File: src/rtl/jts16b_snd_pkg.sv
// jts16b_snd_pkg: shared state encoding and default depth for the sound latch
package jts16b_snd_pkg;
  typedef enum logic [1:0] {IDLE = 2'd0, PEND = 2'd1, WAIT = 2'd2} snd_state_e;
  localparam int SND_DEPTH = 4;
endpackage

File: src/rtl/jts16b_sndlatch_if.sv
// jts16b_sndlatch_if: 68000/Z80 command and reply bus of the sound latch
interface jts16b_sndlatch_if;
  logic       cmd_we;
  logic [7:0] cmd_din;
  logic       cmd_full;
  logic [4:0] cmd_level;
  logic [7:0] ovf_cnt;
  logic       z80_rd;
  logic       z80_iack;
  logic [7:0] z80_dout;
  logic       z80_intn;
  logic       rep_we;
  logic [7:0] rep_din;
  logic       rep_rd;
  logic [7:0] rep_dout;
  logic       rep_full;
  modport master (
    output cmd_we, cmd_din, z80_rd, z80_iack, rep_we, rep_din, rep_rd,
    input  cmd_full, cmd_level, ovf_cnt, z80_dout, z80_intn, rep_dout, rep_full
  );
  modport slave (
    input  cmd_we, cmd_din, z80_rd, z80_iack, rep_we, rep_din, rep_rd,
    output cmd_full, cmd_level, ovf_cnt, z80_dout, z80_intn, rep_dout, rep_full
  );
endinterface

File: src/rtl/jts16b_sndfifo.sv
// jts16b_sndfifo: command FIFO with registered head output and saturating drop counter
module jts16b_sndfifo #(
  parameter int DEPTH = 4
) (
  input  logic       clk,
  input  logic       rst,
  input  logic       we,
  input  logic [7:0] din,
  input  logic       rd,
  output logic       full,
  output logic [4:0] level,
  output logic [4:0] level_nxt,
  output logic [7:0] ovf_cnt,
  output logic [7:0] dout
);
  localparam int AW = $clog2(DEPTH);
  logic [7:0]    mem_q [DEPTH];
  logic [AW-1:0] wr_q, wr_d, rd_q, rd_d;
  logic [4:0]    level_q, level_d;
  logic [7:0]    ovf_q, ovf_d, dout_q, dout_d;
  logic          push, pop;
  // push/pop decisions; a read on an empty FIFO with a coincident write passes the byte straight through
  always_comb begin
    full      = level_q == 5'(DEPTH);
    push      = we && (!full || rd);
    pop       = rd && (level_q != 5'd0 || push);
    wr_d      = wr_q + AW'(push);
    rd_d      = rd_q + AW'(pop);
    level_d   = level_q + 5'(push) - 5'(pop);
    ovf_d     = ovf_q + 8'(we && !push && ovf_q != 8'hff);
    dout_d    = (push && (level_q == 5'(pop) || level_q == 5'd0)) ? din :
                (level_d != 5'd0) ? mem_q[rd_d] : dout_q;
    level     = level_q;
    level_nxt = level_d;
    ovf_cnt   = ovf_q;
    dout      = dout_q;
  end
  // pointer, level, counter and head registers
  always_ff @(posedge clk) begin
    if (rst) begin
      wr_q    <= '0;
      rd_q    <= '0;
      level_q <= '0;
      ovf_q   <= '0;
      dout_q  <= '0;
    end else begin
      wr_q    <= wr_d;
      rd_q    <= rd_d;
      level_q <= level_d;
      ovf_q   <= ovf_d;
      dout_q  <= dout_d;
    end
  end
  // storage, left unreset
  always_ff @(posedge clk) begin
    if (push && !rst) mem_q[wr_q] <= din;
  end
endmodule

File: src/rtl/jts16b_sndlatch.sv
// jts16b_sndlatch: 68000-to-Z80 sound command FIFO with interrupt FSM and reply latch
module jts16b_sndlatch
  import jts16b_snd_pkg::*;
#(
  parameter int DEPTH = SND_DEPTH
) (
  input logic               clk,
  input logic               rst,
  jts16b_sndlatch_if.slave  bus
);
  logic [4:0] level, level_nxt;
  snd_state_e st_q;
  logic       intn_q;
  logic [7:0] rep_dout_q, rep_dout_d;
  logic       rep_full_q, rep_full_d;
  jts16b_sndfifo #(.DEPTH(DEPTH)) u_fifo (
    .clk       (clk),
    .rst       (rst),
    .we        (bus.cmd_we),
    .din       (bus.cmd_din),
    .rd        (bus.z80_rd),
    .full      (bus.cmd_full),
    .level     (level),
    .level_nxt (level_nxt),
    .ovf_cnt   (bus.ovf_cnt),
    .dout      (bus.z80_dout)
  );
  // interrupt request: raised while commands wait, held off between acknowledge and the next read
  always_ff @(posedge clk) begin
    if (rst) begin
      st_q   <= IDLE;
      intn_q <= 1'b1;
    end else begin
      case (st_q)
        IDLE: if (level != 5'd0) begin
          st_q   <= PEND;
          intn_q <= 1'b0;
        end
        PEND: if (bus.z80_rd && level_nxt == 5'd0) begin
          st_q   <= IDLE;
          intn_q <= 1'b1;
        end else if (bus.z80_iack) begin
          st_q   <= WAIT;
          intn_q <= 1'b1;
        end
        WAIT: if (bus.z80_rd) begin
          st_q   <= level_nxt == 5'd0 ? IDLE : PEND;
          intn_q <= level_nxt == 5'd0;
        end
        default: begin
          st_q   <= IDLE;
          intn_q <= 1'b1;
        end
      endcase
    end
  end
  // reply latch next state; a write beats a coincident read
  always_comb begin
    rep_full_d    = bus.rep_we || (rep_full_q && !bus.rep_rd);
    rep_dout_d    = bus.rep_we ? bus.rep_din : rep_dout_q;
    bus.cmd_level = level;
    bus.z80_intn  = intn_q;
    bus.rep_dout  = rep_dout_q;
    bus.rep_full  = rep_full_q;
  end
  // reply latch registers
  always_ff @(posedge clk) begin
    if (rst) begin
      rep_full_q <= 1'b0;
      rep_dout_q <= '0;
    end else begin
      rep_full_q <= rep_full_d;
      rep_dout_q <= rep_dout_d;
    end
  end
endmodule

File: src/flat_wrapper.sv
// flat-port wrapper written by rule: the top's interface ports become plain ports
module jts16b_sndlatch_flat import jts16b_snd_pkg::*;
#(
  parameter int DEPTH = SND_DEPTH
)
  (clk, rst, bus_cmd_we, bus_cmd_din, bus_z80_rd, bus_z80_iack, bus_rep_we, bus_rep_din, bus_rep_rd, bus_cmd_full, bus_cmd_level, bus_ovf_cnt, bus_z80_dout, bus_z80_intn, bus_rep_dout, bus_rep_full);
  jts16b_sndlatch_if bus_i ();
  input logic clk;
  input logic rst;
  input wire logic [$bits(bus_i.cmd_we)-1:0] bus_cmd_we;
  input wire logic [$bits(bus_i.cmd_din)-1:0] bus_cmd_din;
  input wire logic [$bits(bus_i.z80_rd)-1:0] bus_z80_rd;
  input wire logic [$bits(bus_i.z80_iack)-1:0] bus_z80_iack;
  input wire logic [$bits(bus_i.rep_we)-1:0] bus_rep_we;
  input wire logic [$bits(bus_i.rep_din)-1:0] bus_rep_din;
  input wire logic [$bits(bus_i.rep_rd)-1:0] bus_rep_rd;
  output wire logic [$bits(bus_i.cmd_full)-1:0] bus_cmd_full;
  output wire logic [$bits(bus_i.cmd_level)-1:0] bus_cmd_level;
  output wire logic [$bits(bus_i.ovf_cnt)-1:0] bus_ovf_cnt;
  output wire logic [$bits(bus_i.z80_dout)-1:0] bus_z80_dout;
  output wire logic [$bits(bus_i.z80_intn)-1:0] bus_z80_intn;
  output wire logic [$bits(bus_i.rep_dout)-1:0] bus_rep_dout;
  output wire logic [$bits(bus_i.rep_full)-1:0] bus_rep_full;
  assign bus_i.cmd_we = bus_cmd_we;
  assign bus_i.cmd_din = bus_cmd_din;
  assign bus_i.z80_rd = bus_z80_rd;
  assign bus_i.z80_iack = bus_z80_iack;
  assign bus_i.rep_we = bus_rep_we;
  assign bus_i.rep_din = bus_rep_din;
  assign bus_i.rep_rd = bus_rep_rd;
  assign bus_cmd_full = bus_i.cmd_full;
  assign bus_cmd_level = bus_i.cmd_level;
  assign bus_ovf_cnt = bus_i.ovf_cnt;
  assign bus_z80_dout = bus_i.z80_dout;
  assign bus_z80_intn = bus_i.z80_intn;
  assign bus_rep_dout = bus_i.rep_dout;
  assign bus_rep_full = bus_i.rep_full;
  jts16b_sndlatch #(.DEPTH(DEPTH)) u_core (.clk(clk), .rst(rst), .bus(bus_i));
endmodule
File: config.mk
export PLATFORM = sky130hd
export DESIGN_NAME = jts16b_sndlatch_flat
export DESIGN_NICKNAME = d
export VERILOG_FILES = /design/src/rtl/jts16b_snd_pkg.sv /design/src/rtl/jts16b_sndlatch_if.sv /design/src/rtl/jts16b_sndfifo.sv /design/src/rtl/jts16b_sndlatch.sv /design/src/flat_wrapper.sv
export SDC_FILE = /design/constraint.sdc
export NUM_CORES = 1
export LEC_CHECK = 0
export ABC_CLOCK_PERIOD_IN_PS = 7150
export BUFFER_PORTS_ARGS = -buffer_cell sky130_fd_sc_hd__buf_2
export CORE_UTILIZATION = 30
export CTS_BUF_LIST = sky130_fd_sc_hd__clkbuf_4 sky130_fd_sc_hd__clkbuf_8
export DETAILED_ROUTE_END_ITERATION = 10
export HOLD_SLACK_MARGIN = 0.05
export PLACE_DENSITY = 0.47
export SLEW_MARGIN = 30
export SYNTH_ARGS = -nofsm -noshare
export SYNTH_HDL_FRONTEND = slang
export SYNTH_HIERARCHICAL = 1
export SYNTH_SLANG_ARGS = --single-unit
File: constraint.sdc
create_clock -name clk -period 7.15 [get_ports clk]
set_input_delay 1.43 -clock clk [delete_from_list [all_inputs] [get_ports clk]]
set_output_delay 1.43 -clock clk [all_outputs]
set_load 0.03 [all_outputs]
## After elaboration in Yosys (flattened, before gate mapping)

Memories as Yosys holds them, arrays and structs flattened.
Cells that the tools add are included.

| cells by class | value |
|---|---|
| add/sub/neg operators | 5 |
| eq/ne operators | 8 |
| mux-type cells | 15 |
| reductions and logical operators | 23 |

Operator list:

| operator | count |
|---|---|
| 8-bit two-way mux | 2 |
| 5-bit zero test | 2 |
| 5-bit nonzero test | 2 |
| 8-bit by 1-bit adder with 8-bit output | 1 |
| 1-bit logical AND | 8 |
| 2-bit two-way mux | 4 |
| 8-bit inequality test (second input constant) | 1 |
| 1-bit two-way mux | 7 |
| 2-bit case mux with 3 select lines | 1 |
| 5-bit by 1-bit adder with 5-bit output | 1 |
| 5-bit by 1-bit == test with 1-bit output | 1 |
| 5-bit by 3-bit == test with 1-bit output (second input constant) | 1 |
| 5-bit by 1-bit subtractor with 5-bit output | 1 |
| 2-bit by 1-bit adder with 2-bit output | 2 |
| 1-bit zero test | 4 |
| 1-bit logical OR | 4 |
| 3-bit by 2-bit inequality test with 1-bit output (second input constant) | 1 |
| 1-bit case mux with 3 select lines | 1 |
| 3-bit AND reduction | 1 |
| 2-bit by 1-bit == test with 1-bit output (second input constant) | 1 |
| 2-bit == test (second input constant) | 1 |
| 2-bit zero test | 1 |
| 2-bit by 1-bit inequality test with 1-bit output (second input constant) | 1 |
| 2-bit inequality test (second input constant) | 1 |
| 2-bit nonzero test | 1 |

| storage, ports and cells | value |
|---|---|
| register bits after elaboration | 37 |
| bits in writable memories | 32 |
| output and inout bits | 32 |
| logic and storage cells | 61 |
| memories | 1 |

Memory list:

| memory | words | width | read ports | clocked after Yosys merged registers in | write ports | line | RTL |
|---|---|---|---|---|---|---|---|
| u_core.u_fifo.mem_q | 4 | 8 | 1 | 0 | 1 | jts16b_sndfifo.sv:17 | `logic [7:0] mem_q [DEPTH];` |

## Longest topological paths before layout

Gate-level depths: netlist (run 1).

| logic depth | value |
|---|---|
| word-level depth | 11 |
| gate-level depth with buffers | 17 |
| gate-level depth less buffers | 16 |

## Hierarchy

The synthesis (run 1) kept the hierarchy.

By module, submodules not included:

| module | instances | cells an instance | area each (µm²) | sequential area each (µm²) |
|---|---|---|---|---|
| jts16b_sndfifo | 1 | 180 | 2444.8 | 1461.4 |
| jts16b_sndlatch | 1 | 53 | 526.8 | 240.2 |

## Least setup slack after synthesis (run 1)

Ideal clock, no wire load.

| timing path | value |
|---|---|
| path type | in2reg |
| start point | input bus_cmd_we |
| end point | register u_core.st_q[0] |
| arrival time | 4119 ps |
| required time | 7035 ps |
| setup slack | 2916 ps |
| stages | 15 |
| cells stage by stage | nor4_1 a21boi_0 ha_1 inv_1 ha_1 inv_1 fa_1 nand2b_1 a21oi_1 xnor2_1 clkbuf_1 nor2b_1 a2111oi_2 nor3_1 o21ba_1 |

| between the ends | value |
|---|---|
| word-level cells in the longest chain between the ends | 8 |
| elaborated cells between the ends (all ways) | 13 |

Ends and longest elaborated chain:

| element | line | RTL |
|---|---|---|
| start, declared | flat_wrapper.sv:10 | `input wire logic [$bits(bus_i.cmd_we)-1:0] bus_cmd_we;` |
| 1-bit logical AND * | jts16b_sndfifo.sv:25 | `push = we && (!full \|\| rd);` |
| parallel branches: the longest is 2 deep, another holds 5-bit by 1-bit adder with 5-bit output | - |  |
| 5-bit by 1-bit subtractor with 5-bit output * | jts16b_sndfifo.sv:29 | `level_d = level_q + 5'(push) - 5'(pop);` |
| via u_core.level_nxt[4] | jts16b_sndlatch.sv:11 | `logic [4:0] level, level_nxt;` |
| 5-bit zero test * | jts16b_sndlatch.sv:39, jts16b_sndlatch.sv:47 |  |
| 1-bit two-way mux or 1-bit logical AND (tied branches) | jts16b_sndlatch.sv:47, jts16b_sndlatch.sv:39 |  |
| 2-bit two-way mux (tied with other cells) | jts16b_sndlatch.sv:46 | `WAIT: if (bus.z80_rd) begin` |
| 2-bit case mux with 3 select lines or 3-bit AND reduction (tied branches) | - |  |
| end signal, assigned | jts16b_sndlatch.sv:47 | `st_q <= level_nxt == 5'd0 ? IDLE : PEND;` |
| end, declared | jts16b_sndlatch.sv:12 | `snd_state_e st_q;` |

Mark *: on every way through the listed nets, which the timed path passes. The select of a mux whose other input is x is not followed.
A chain may end at the register's enable or synchronous reset.

## Worst setup path in the final report (run 1)

Ends and elaborated chain as after synthesis.

==> results.ini, run 1 <==
[synth]
synth.distinct_cells = 39
yosys_warnings = 6
synthFlopType = dfxtp_1
synth_cells = 233
yosys.area.top_type_share_pct = 32.3
netlist_area_sq_um = 2970
yosysSeqAreaShare_pct = 57.3
synth_seq_cells = 69
synthTopCellsByArea = edfxtp_1, dfxtp_1, mux4_2
synth_edf_count = 32
postSynth.asyncResetShare_pct = 0
avgSynthCellArea_sq_um = 12.8
syn_nets = 267
yosysTopAreaCell = edfxtp_1

[layout]
area_delta_synth_final_pct = 21.6
antenna_cells = 0
nNetsFinal = 325
multi_input_area_sq_um = 1200
mostFrequentLayoutCell = buf_2
seq_area_sq_um = 1700
drive_gt1_share_pct = 29.7
layout_common_cells = buf_2, dfxtp_1, edfxtp_1, nor2_1, mux2i_1
fillers = 927

[cts]
clk_latency_ps = 350
ctsHoldBuffers = 0
htree_num_levels = 3
cts-resized-gates = 0
post-cts-setup-buffer-count = 0
clock_sinks = 69
cts_buffers = 9
clk_pin_slew_ps = 70
root_buffer = clkbuf_8
cts_max_path_buffers = 2
cts_tree = yes

[timing]
max-slew-margin-rel_pct = 36.2
fin_setup_tns_ps = 0
setup_viol = 0
worst_pin_slew_ps = 954
drv_slew = 0
clock.fmax_mhz = 242
hold_ws_ps = 491
rsz0062_at_grt = no
min_period_ps = 4130
clock_skew_ps = 11.9
hold_violations = 0
timing.final.crit_share_pct = 57.8

[worst_setup_path]
critPathMaxFanout = 12
cpMaxStageDelayCell = xor2_1
endpoint_kind = flip-flop
critPathKind = input pin to flip-flop
critPathRequiredTime_ps = 7390
crit_family = compound AO/OA/AOI/OAI gates
worstSetupStartpointType = input pin
arrival_ps = 4370
slowest_delay_ps = 620
cp_num_buf_inv = 2
path_cells = buf_2, nor4_1, a21boi_0, ha_1, inv_1, ha_1, a21o_1, a21oi_1, xor2_1, nor4_1, a2111oi_2, nor3_1, o21ba_1

[die]
start_util_pct = 31.6
io-pin-count = 55
dieArea_sq_um = 10300
die_height_microns = 102
core_area_sq_um = 9420
rows = 35
die_w_microns = 102

[placement]
gp_congestion = 0.738
portBuffers = 54
hpwl_microns = 4290

[power]
peakVddDrop_v = 0.000121
p_leak_nw = 1.46
pwr_density_cell_nw_per_um2 = 405

[outcome]
status = completed

[flow_run]
maxCapViolCount = 0

[routing]
via_count = 1967
firstDrtPassIters = 4
vias_per_cell = 4.63
routed_wl_microns = 6210
wire_per_inst_microns = 14.6
ant_nets = 0
drcViolationCount = 0
first_iter_violations = 97

[global_route]
grt_pass1_wl_microns = 10100
grt.total_usage_pct = 13.4
grt_overflow = 0
grt_start_max_net_pins = 30
antenna_found_initial = 0
grt_pass1_vias = 1938

[hold_path]
hp-class = flip-flop to flip-flop

-- path summary, 6_finish.rpt --
path / end / cells after the start / start / slack, ps
max: u_core/st_q[0] / 13 / bus_cmd_we / 3020
min reg2reg: u_core/bus.rep_dout[6] / 2 / u_core/bus.rep_dout[6] / 490
max reg2reg: u_core/st_q[0] / 14 / u_core/u_fifo/level[3] / 3160
min: u_core/bus.rep_dout[6] / 2 / u_core/bus.rep_dout[6] / 490
-- cell type report --
| cell class | instances | share of cell area, % |
|---|---|---|
| well taps | 129 | 4.47 |
| clock inverters | 5 | 2.39 |
| clock buffers | 11 | 3.84 |
| repair buffers | 55 | 7.68 |
| multi-input cells | 143 | 33.2 |
| inverters | 13 | 1.35 |
| flip-flops and latches | 69 | 47.1 |
-- registers in the layout (all words and copies together) (netlist names), 2 cells and up --
| signal | count |
|---|---|
| u_core/u_fifo/level | 5 |
| u_core/u_fifo/rd_q | 2 |
| u_core/u_fifo/wr_q | 2 |
| u_core/u_fifo/ovf_cnt | 8 |
| u_core/u_fifo/mem_q | 32 |
| u_core/bus.rep_dout | 8 |
| u_core/u_fifo/dout | 8 |
| u_core/st_q | 2 |
-- synth_stat cells (3+ instances only) --
cell and instances:
nand2_1 4, xor2_1 6, nor2_1 25, xnor2_1 4
nand3_1 5, a21oi_1 15, o41ai_1 8, edfxtp_1 32
dfxtp_1 37, ha_1 10, mux2i_1 17, or3_1 3
and2_1 4, clkbuf_1 7, inv_1 13, mux4_2 8
nor2b_1 7, nor4_1 3
-- metal layers --
| metal | GRT usage (%) | wire [microns] | up-vias |
|---|---|---|---|
| met2 | 20.3 | 2910 | 40 |
| met5 | 0 | 0 | - |
| met4 | 5.80 | 119 | 0 |
| li1 | - | - | 976 |
| met3 | 4.49 | 240 | 12 |
| met1 | 17.3 | 2940 | 939 |
-- tightest hold or removal path, cell delays in order (launching register included) --
cell	delay, ps
dfxtp_1	320
mux2i_1	60
nor2_1	70
-- power by group --
part / switching (mW) / internal, mW / total, mW
sequential: 0.0503 / 0.472 / 0.522
clock: 0.150 / 0.206 / 0.356
combinational: 0.370 / 0.215 / 0.586
-- stage by stage --
step                setup WS [ps]  power (mW)  cells  instance area (sq um)  utilization [%]
floorplan                    2920       0.971    233                   2970                -
global placement             2590        1.11    409                   3380             35.9
detailed placement           2520        1.11    409                   3380             35.9
CTS                          2900        1.48    425                   3600             38.3
global route                 2700        1.57    425                   3610             38.4
finish                       3020        1.46    425                   3610             38.4
-- cell families after synthesis --
logic type               after synthesis  synth area share, %
multiplexers                          25                 11.8
XOR/XNOR                              10                 2.95
AND/OR/NAND/NOR                       63                 11.3
adder cells (fa/ha/maj)               11                 4.88
buffers and inverters                 21                 2.69
AO/OA/AOI/OAI                         34                 9.10
flip-flops                            69                 57.3
Note: power is estimated with default switching activity, not from simulation.
==> inputs of run 2 (changes only) <==
- ABC_CLOCK_PERIOD_IN_PS: 7150 -> 3600
- PLACE_DENSITY: 0.47 -> 0.49
- clock period: 7.15 -> 3.6 ns (I/O delays scaled with it)
==> run 2 against run 1 <==
Net effect:
- sequential share of layout area decreased by 1.3 points
- first-iteration DRC count decreased by 62%
- sequential power increased by 95%
- critical endpoint unchanged
- highest routed layer unchanged
==> results.ini, run 2 (synthesis gave the netlist of run 1 again) <==
[placement]
dpl_cell_area_sq_um = 3510
gp_congestion = 0.741
hpwl_microns = 4330
portBuffers = 54
place_ws_ps = 132

[layout]
top_register = u_core/u_fifo/mem_q
mostFrequentLayoutCell = buf_2
fillers = 912
multi_input_area_sq_um = 1250
drive_gt1_share_pct = 36.2
seq_area_sq_um = 1710
antenna_cells = 0
fin_area_sq_um = 3740
nNetsFinal = 338
layout_common_cells = buf_2, dfxtp_1, edfxtp_1, nor2_1, mux2i_1
largest_reg_flops = 32
area_delta_synth_final_pct = 25.7

[cts]
cts_max_path_buffers = 2
clock_sinks = 69
cts_buffers = 9
root_buffer = clkbuf_8
clk_pin_slew_ps = 80
htree_num_levels = 3
cts_tree = yes
ctsHoldBuffers = 0
clk_latency_ps = 340

[die]
io-pin-count = 55
die_height_microns = 102
die_w_microns = 102
rows = 35
dieArea_sq_um = 10300
start_util_pct = 31.6
core_area_sq_um = 9420

[routing]
ant_nets = 0
vias_per_cell = 4.58
first_iter_violations = 37
firstDrtPassIters = 4
routed_wl_microns = 6240
via_count = 2006
drcViolationCount = 0
wire_per_inst_microns = 14.3

[global_route]
grt_start_max_net_pins = 30
grt.total_usage_pct = 13.2
grt_overflow = 0
antenna_found_initial = 0
grt_pass1_wl_microns = 10100
grt_pass1_vias = 2007

[power]
p_leak_nw = 1.51
peakVddDrop_v = 0.000344
pwr_density_cell_nw_per_um2 = 824

[timing]
setup_viol = 0
clock.fmax_mhz = 286
min_period_ps = 3500
clock_skew_ps = 4.80
worst_pin_slew_ps = 824
setup_slack_ps = 101
max-slew-margin-rel_pct = 44.6
hold_violations = 0
drv_slew = 0
timing.final.crit_share_pct = 97.2

[hold_path]
hp-class = flip-flop to flip-flop

[worst_setup_path]
worstSetupStartpointType = flip-flop
arrival_ps = 3750
critPathKind = flip-flop to flip-flop
critPathRequiredTime_ps = 3850
critPathMaxFanout = 4
endpoint_kind = flip-flop

[outcome]
status = completed

[flow_run]
maxCapViolCount = 0

[run 2: changes by cell type in the layout (fill, tap and decap cells not counted), sizes merged]
cell | previous run | this run
buf | 55 | 68
bufinv | 2 | 0
clkinvlp | 0 | 1
clkinv | 3 | 2
inv | 13 | 17
clkbuf | 11 | 9
[run 2: power breakdown]
part           total [mW]  internal (mW)  switching, mW  leakage, nW
logic                1.45          0.588          0.861        0.823
registers            1.02          0.943         0.0798        0.597
clock network       0.606          0.267          0.339       0.0943
total                3.08           1.80           1.28         1.51
[run 2: per-layer routing]
| layer | vias up | GRT usage [%] | wire, microns |
|---|---|---|---|
| met5 | - | 0 | 0 |
| met1 | 958 | 18.0 | 2960 |
| met3 | 11 | 2.48 | 200 |
| met2 | 37 | 20.2 | 2970 |
| li1 | 1000 | - | - |
| met4 | 0 | 6.35 | 120 |
[run 2: repair_timing]
action                     in CTS  in global routing
resized for setup               0                  5
setup buffers                   0                  1
setup endpoints to repair       0                 10
[run 2: path summary, 6_finish.rpt]
check / start / to / slack [ps] / depth (start not counted)
worst min-delay path: u_core/bus.rep_dout[2] / u_core/bus.rep_dout[2] / 500 / 2
worst min register to register: u_core/bus.rep_dout[2] / u_core/bus.rep_dout[2] / 500 / 2
worst max-delay path: u_core/u_fifo/level[3] / u_core/st_q[0] / 100 / 14
worst max register to register: u_core/u_fifo/level[3] / u_core/st_q[0] / 100 / 14
[run 2: stage by stage]
| step | power (mW) | cells | utilization, % | TNS, ps | hold WS, ps |
|---|---|---|---|---|---|
| 2_1_floorplan | 2.00 | 233 | - | 0 | 529 |
| 3_3_place_gp | 2.44 | 421 | 37.3 | 0 | 463 |
| 3_5_place_dp | 2.43 | 421 | 37.3 | 0 | 479 |
| 4_1_cts | 3.05 | 437 | 39.3 | 0 | 504 |
| 5_1_grt | 3.28 | 438 | 39.7 | -4.54 | 524 |
| 6_report | 3.08 | 438 | 39.7 | 0 | 498 |
[run 2: area by class of cell]
class / instances / share of cell area, %
clock buffer: 9 / 3.32
clock inverter: 7 / 1.74
inverter: 13 / 1.31
multi-input combinational: 143 / 33.5
sequential: 69 / 45.8
tap: 129 / 4.32
timing repair buffer: 68 / 10.0
[run 2: worst max-delay path, stage by stage, from the launching register on]
cell	delay, ps
dfxtp_4	360
inv_2	50
ha_2	180
or4b_4	490
o21ai_4	150
ha_1	240
inv_1	50
ha_1	160
inv_1	60
fa_2	530
inv_1	80
or4_4	560
o31ai_4	240
nor3_1	80
o21ba_1	170
==> inputs of run 3 (changes only) <==
- SYNTH_HIERARCHICAL: 1 -> unset
==> run 3 against run 2 <==
Net effect:
- sequential cell count did not move
- via count fell by 3.5%
- utilization fell by 0.78 points
- first-iteration DRC count rose by 16%
- critical endpoint is now u_core.bus.z80_intn
- largest cell class unchanged
==> results.ini, run 3 <==
[hold_path]
min_from = u_core.bus.rep_dout[4]
hp-class = flip-flop to flip-flop
holdPathStages = 2
holdPathEnd = u_core.bus.rep_dout[4]

[routing]
first_iter_violations = 43
wire_per_inst_microns = 14.2
vias_per_cell = 4.58
firstDrtPassIters = 4
ant_nets = 0
drcViolationCount = 0
via_count = 1936
routed_wl_microns = 6020

[timing]
setup_viol = 0
drv_slew = 0
min_period_ps = 3360
clock_skew_ps = 12.8
clock.fmax_mhz = 298
worst_pin_slew_ps = 859
max-slew-margin-rel_pct = 42.5
rsz0062_at_grt = no
hold_violations = 0
fin_setup_tns_ps = 0
timing.final.crit_share_pct = 93.2

[worst_setup_path]
critPathRequiredTime_ps = 3820
worst-r2r-setup-slack_ps = 240
r2r_end = u_core.bus.z80_intn
critPathKind = flip-flop to flip-flop
reg2reg_depth = 16
arrival_ps = 3580
r2r-start = u_core.u_fifo.level[3]
endpoint_kind = flip-flop
critPathMaxFanout = 5
worstSetupStartpointType = flip-flop

[synth]
synth_cells = 220
synth_seq_cells = 69
netlist_area_sq_um = 2870
syn_nets = 254
synthFlopType = dfxtp_1
avgSynthCellArea_sq_um = 13.0
synth_common_cells = dfxtp_1, edfxtp_1, nor2_1
yosys.area.top_type_share_pct = 33.5
synth.most_common_cell = dfxtp_1
yosysSeqAreaShare_pct = 59.4
postSynth.asyncResetShare_pct = 0
yosys_warnings = 0
synthTopCellsByArea = edfxtp_1, dfxtp_1, mux4_2
synth.distinct_cells = 40
yosysTopAreaCell = edfxtp_1
synth_edf_count = 32

[die]
rows = 35
die_w_microns = 99.7
die_height_microns = 99.7
start_util_pct = 31.0
core_area_sq_um = 9240
dieArea_sq_um = 9950
io-pin-count = 55

[cts]
cts_buffers = 9
cts_tree = yes
root_buffer = clkbuf_8
cts_max_path_buffers = 2
htree_num_levels = 3
clk_pin_slew_ps = 80
clock_sinks = 69
clk_latency_ps = 350

[power]
pwr_density_cell_nw_per_um2 = 762
p_leak_nw = 1.53
peakVddDrop_v = 0.000216
fin_total_pwr_mw = 2.74

[global_route]
grt_pass1_vias = 1906
grt_pass1_wl_microns = 9710
antenna_found_initial = 1
grt_overflow = 0
grt_start_max_net_pins = 33
grt.total_usage_pct = 13.1

[flow_run]
maxCapViolCount = 0

[layout]
fin_area_sq_um = 3590
layout_common_cells = buf_2, dfxtp_1, edfxtp_1, nor2_1, inv_1
area_delta_synth_final_pct = 25.5
drive_gt1_share_pct = 33.3
antenna_cells = 0
largest_reg_flops = 32
mostFrequentLayoutCell = buf_2
nNetsFinal = 323
final_cells = 423
top_register = u_core.u_fifo.mem_q

[placement]
dpl_cell_area_sq_um = 3340
hpwl_microns = 4060
dp.cells = 407
gp_congestion = 0.752
portBuffers = 54

[outcome]
status = completed

run 3: per-layer routing:
layer | wire length, microns | track usage [%] | vias up
met5 | 13 | 0 | -
met4 | 105 | 6.45 | 2
met3 | 380 | 4.22 | 12
met2 | 2750 | 19.8 | 61
met1 | 2770 | 16.8 | 921
li1 | - | - | 940
run 3: power by group:
group	switching (mW)	total, mW	leakage [nW]	internal [mW]
Sequential	0.0663	0.992	0.595	0.926
Combinational	0.572	1.01	0.821	0.441
Clock	0.332	0.734	0.113	0.402
Total	0.970	2.74	1.53	1.77
run 3: repair_timing:
item / in CTS / in global routing
hold buffers: 0 / 0
endpoints found under the setup margin: 0 / 10
setup buffers: 0 / 0
resized for setup: 0 / 6
run 3: worst max-delay path by stage:
| stage | slack [ps] | start | end |
|---|---|---|---|
| after floorplan | 40 | u_core.u_fifo.level[2] | u_core.u_fifo.dout[0] |
| after global placement | 200 | u_core.u_fifo.level[3] | u_core.u_fifo.dout[1] |
| after detailed placement | 180 | u_core.u_fifo.level[3] | u_core.bus.z80_intn |
| after CTS | 160 | u_core.u_fifo.level[3] | u_core.bus.z80_intn |
| after global routing | 20 | u_core.u_fifo.level[3] | u_core.u_fifo.dout[2] |
| final | 240 | u_core.u_fifo.level[3] | u_core.bus.z80_intn |
run 3: stage by stage:
step | hold slack [ps] | utilization (%) | worst slack [ps]
2_1_floorplan | 481 | - | 35.2
3_3_place_gp | 464 | 36.2 | 201
3_5_place_dp | 476 | 36.2 | 181
6_report | 488 | 38.9 | 244
4_1_cts | 497 | 38.7 | 161
5_1_grt | 532 | 38.9 | 23.5
run 3: critical path: stages, from the launching register on:
cell and delay, ps:
dfxtp_1 340, inv_1 80, ha_2 180, or4b_4 500, o21ai_4 150, ha_1 240
inv_1 50, ha_1 150, inv_1 50, fa_2 360, nand2b_1 160, a21oi_2 130
xnor2_1 150, nor3_1 80, buf_4 150, a2111oi_1 390, a211oi_1 80
run 3: cell type report:
type,instances,area [sq um]
Sequential cell,69,1700
Fill cell,905,5650
Inverter,11,41.3
Timing Repair Buffer,64,349
Clock buffer,9,124
Clock inverter,7,105
Multi-Input combinational cell,134,1110
Tap cell,129,161
run 3: kinds of logic (layout without fill, tap and decap cells):
logic type / count (synthesis) / after routing / share of synthesized area (%)
mux: 17 / 17 / 9.43
compound gates: 35 / 35 / 9.30
flops: 69 / 69 / 59.4
simple gates: 62 / 62 / 11.7
buf+inv: 17 / 91 / 2.40
xor+xnor: 9 / 9 / 2.75
fa+ha+maj: 11 / 11 / 5.07
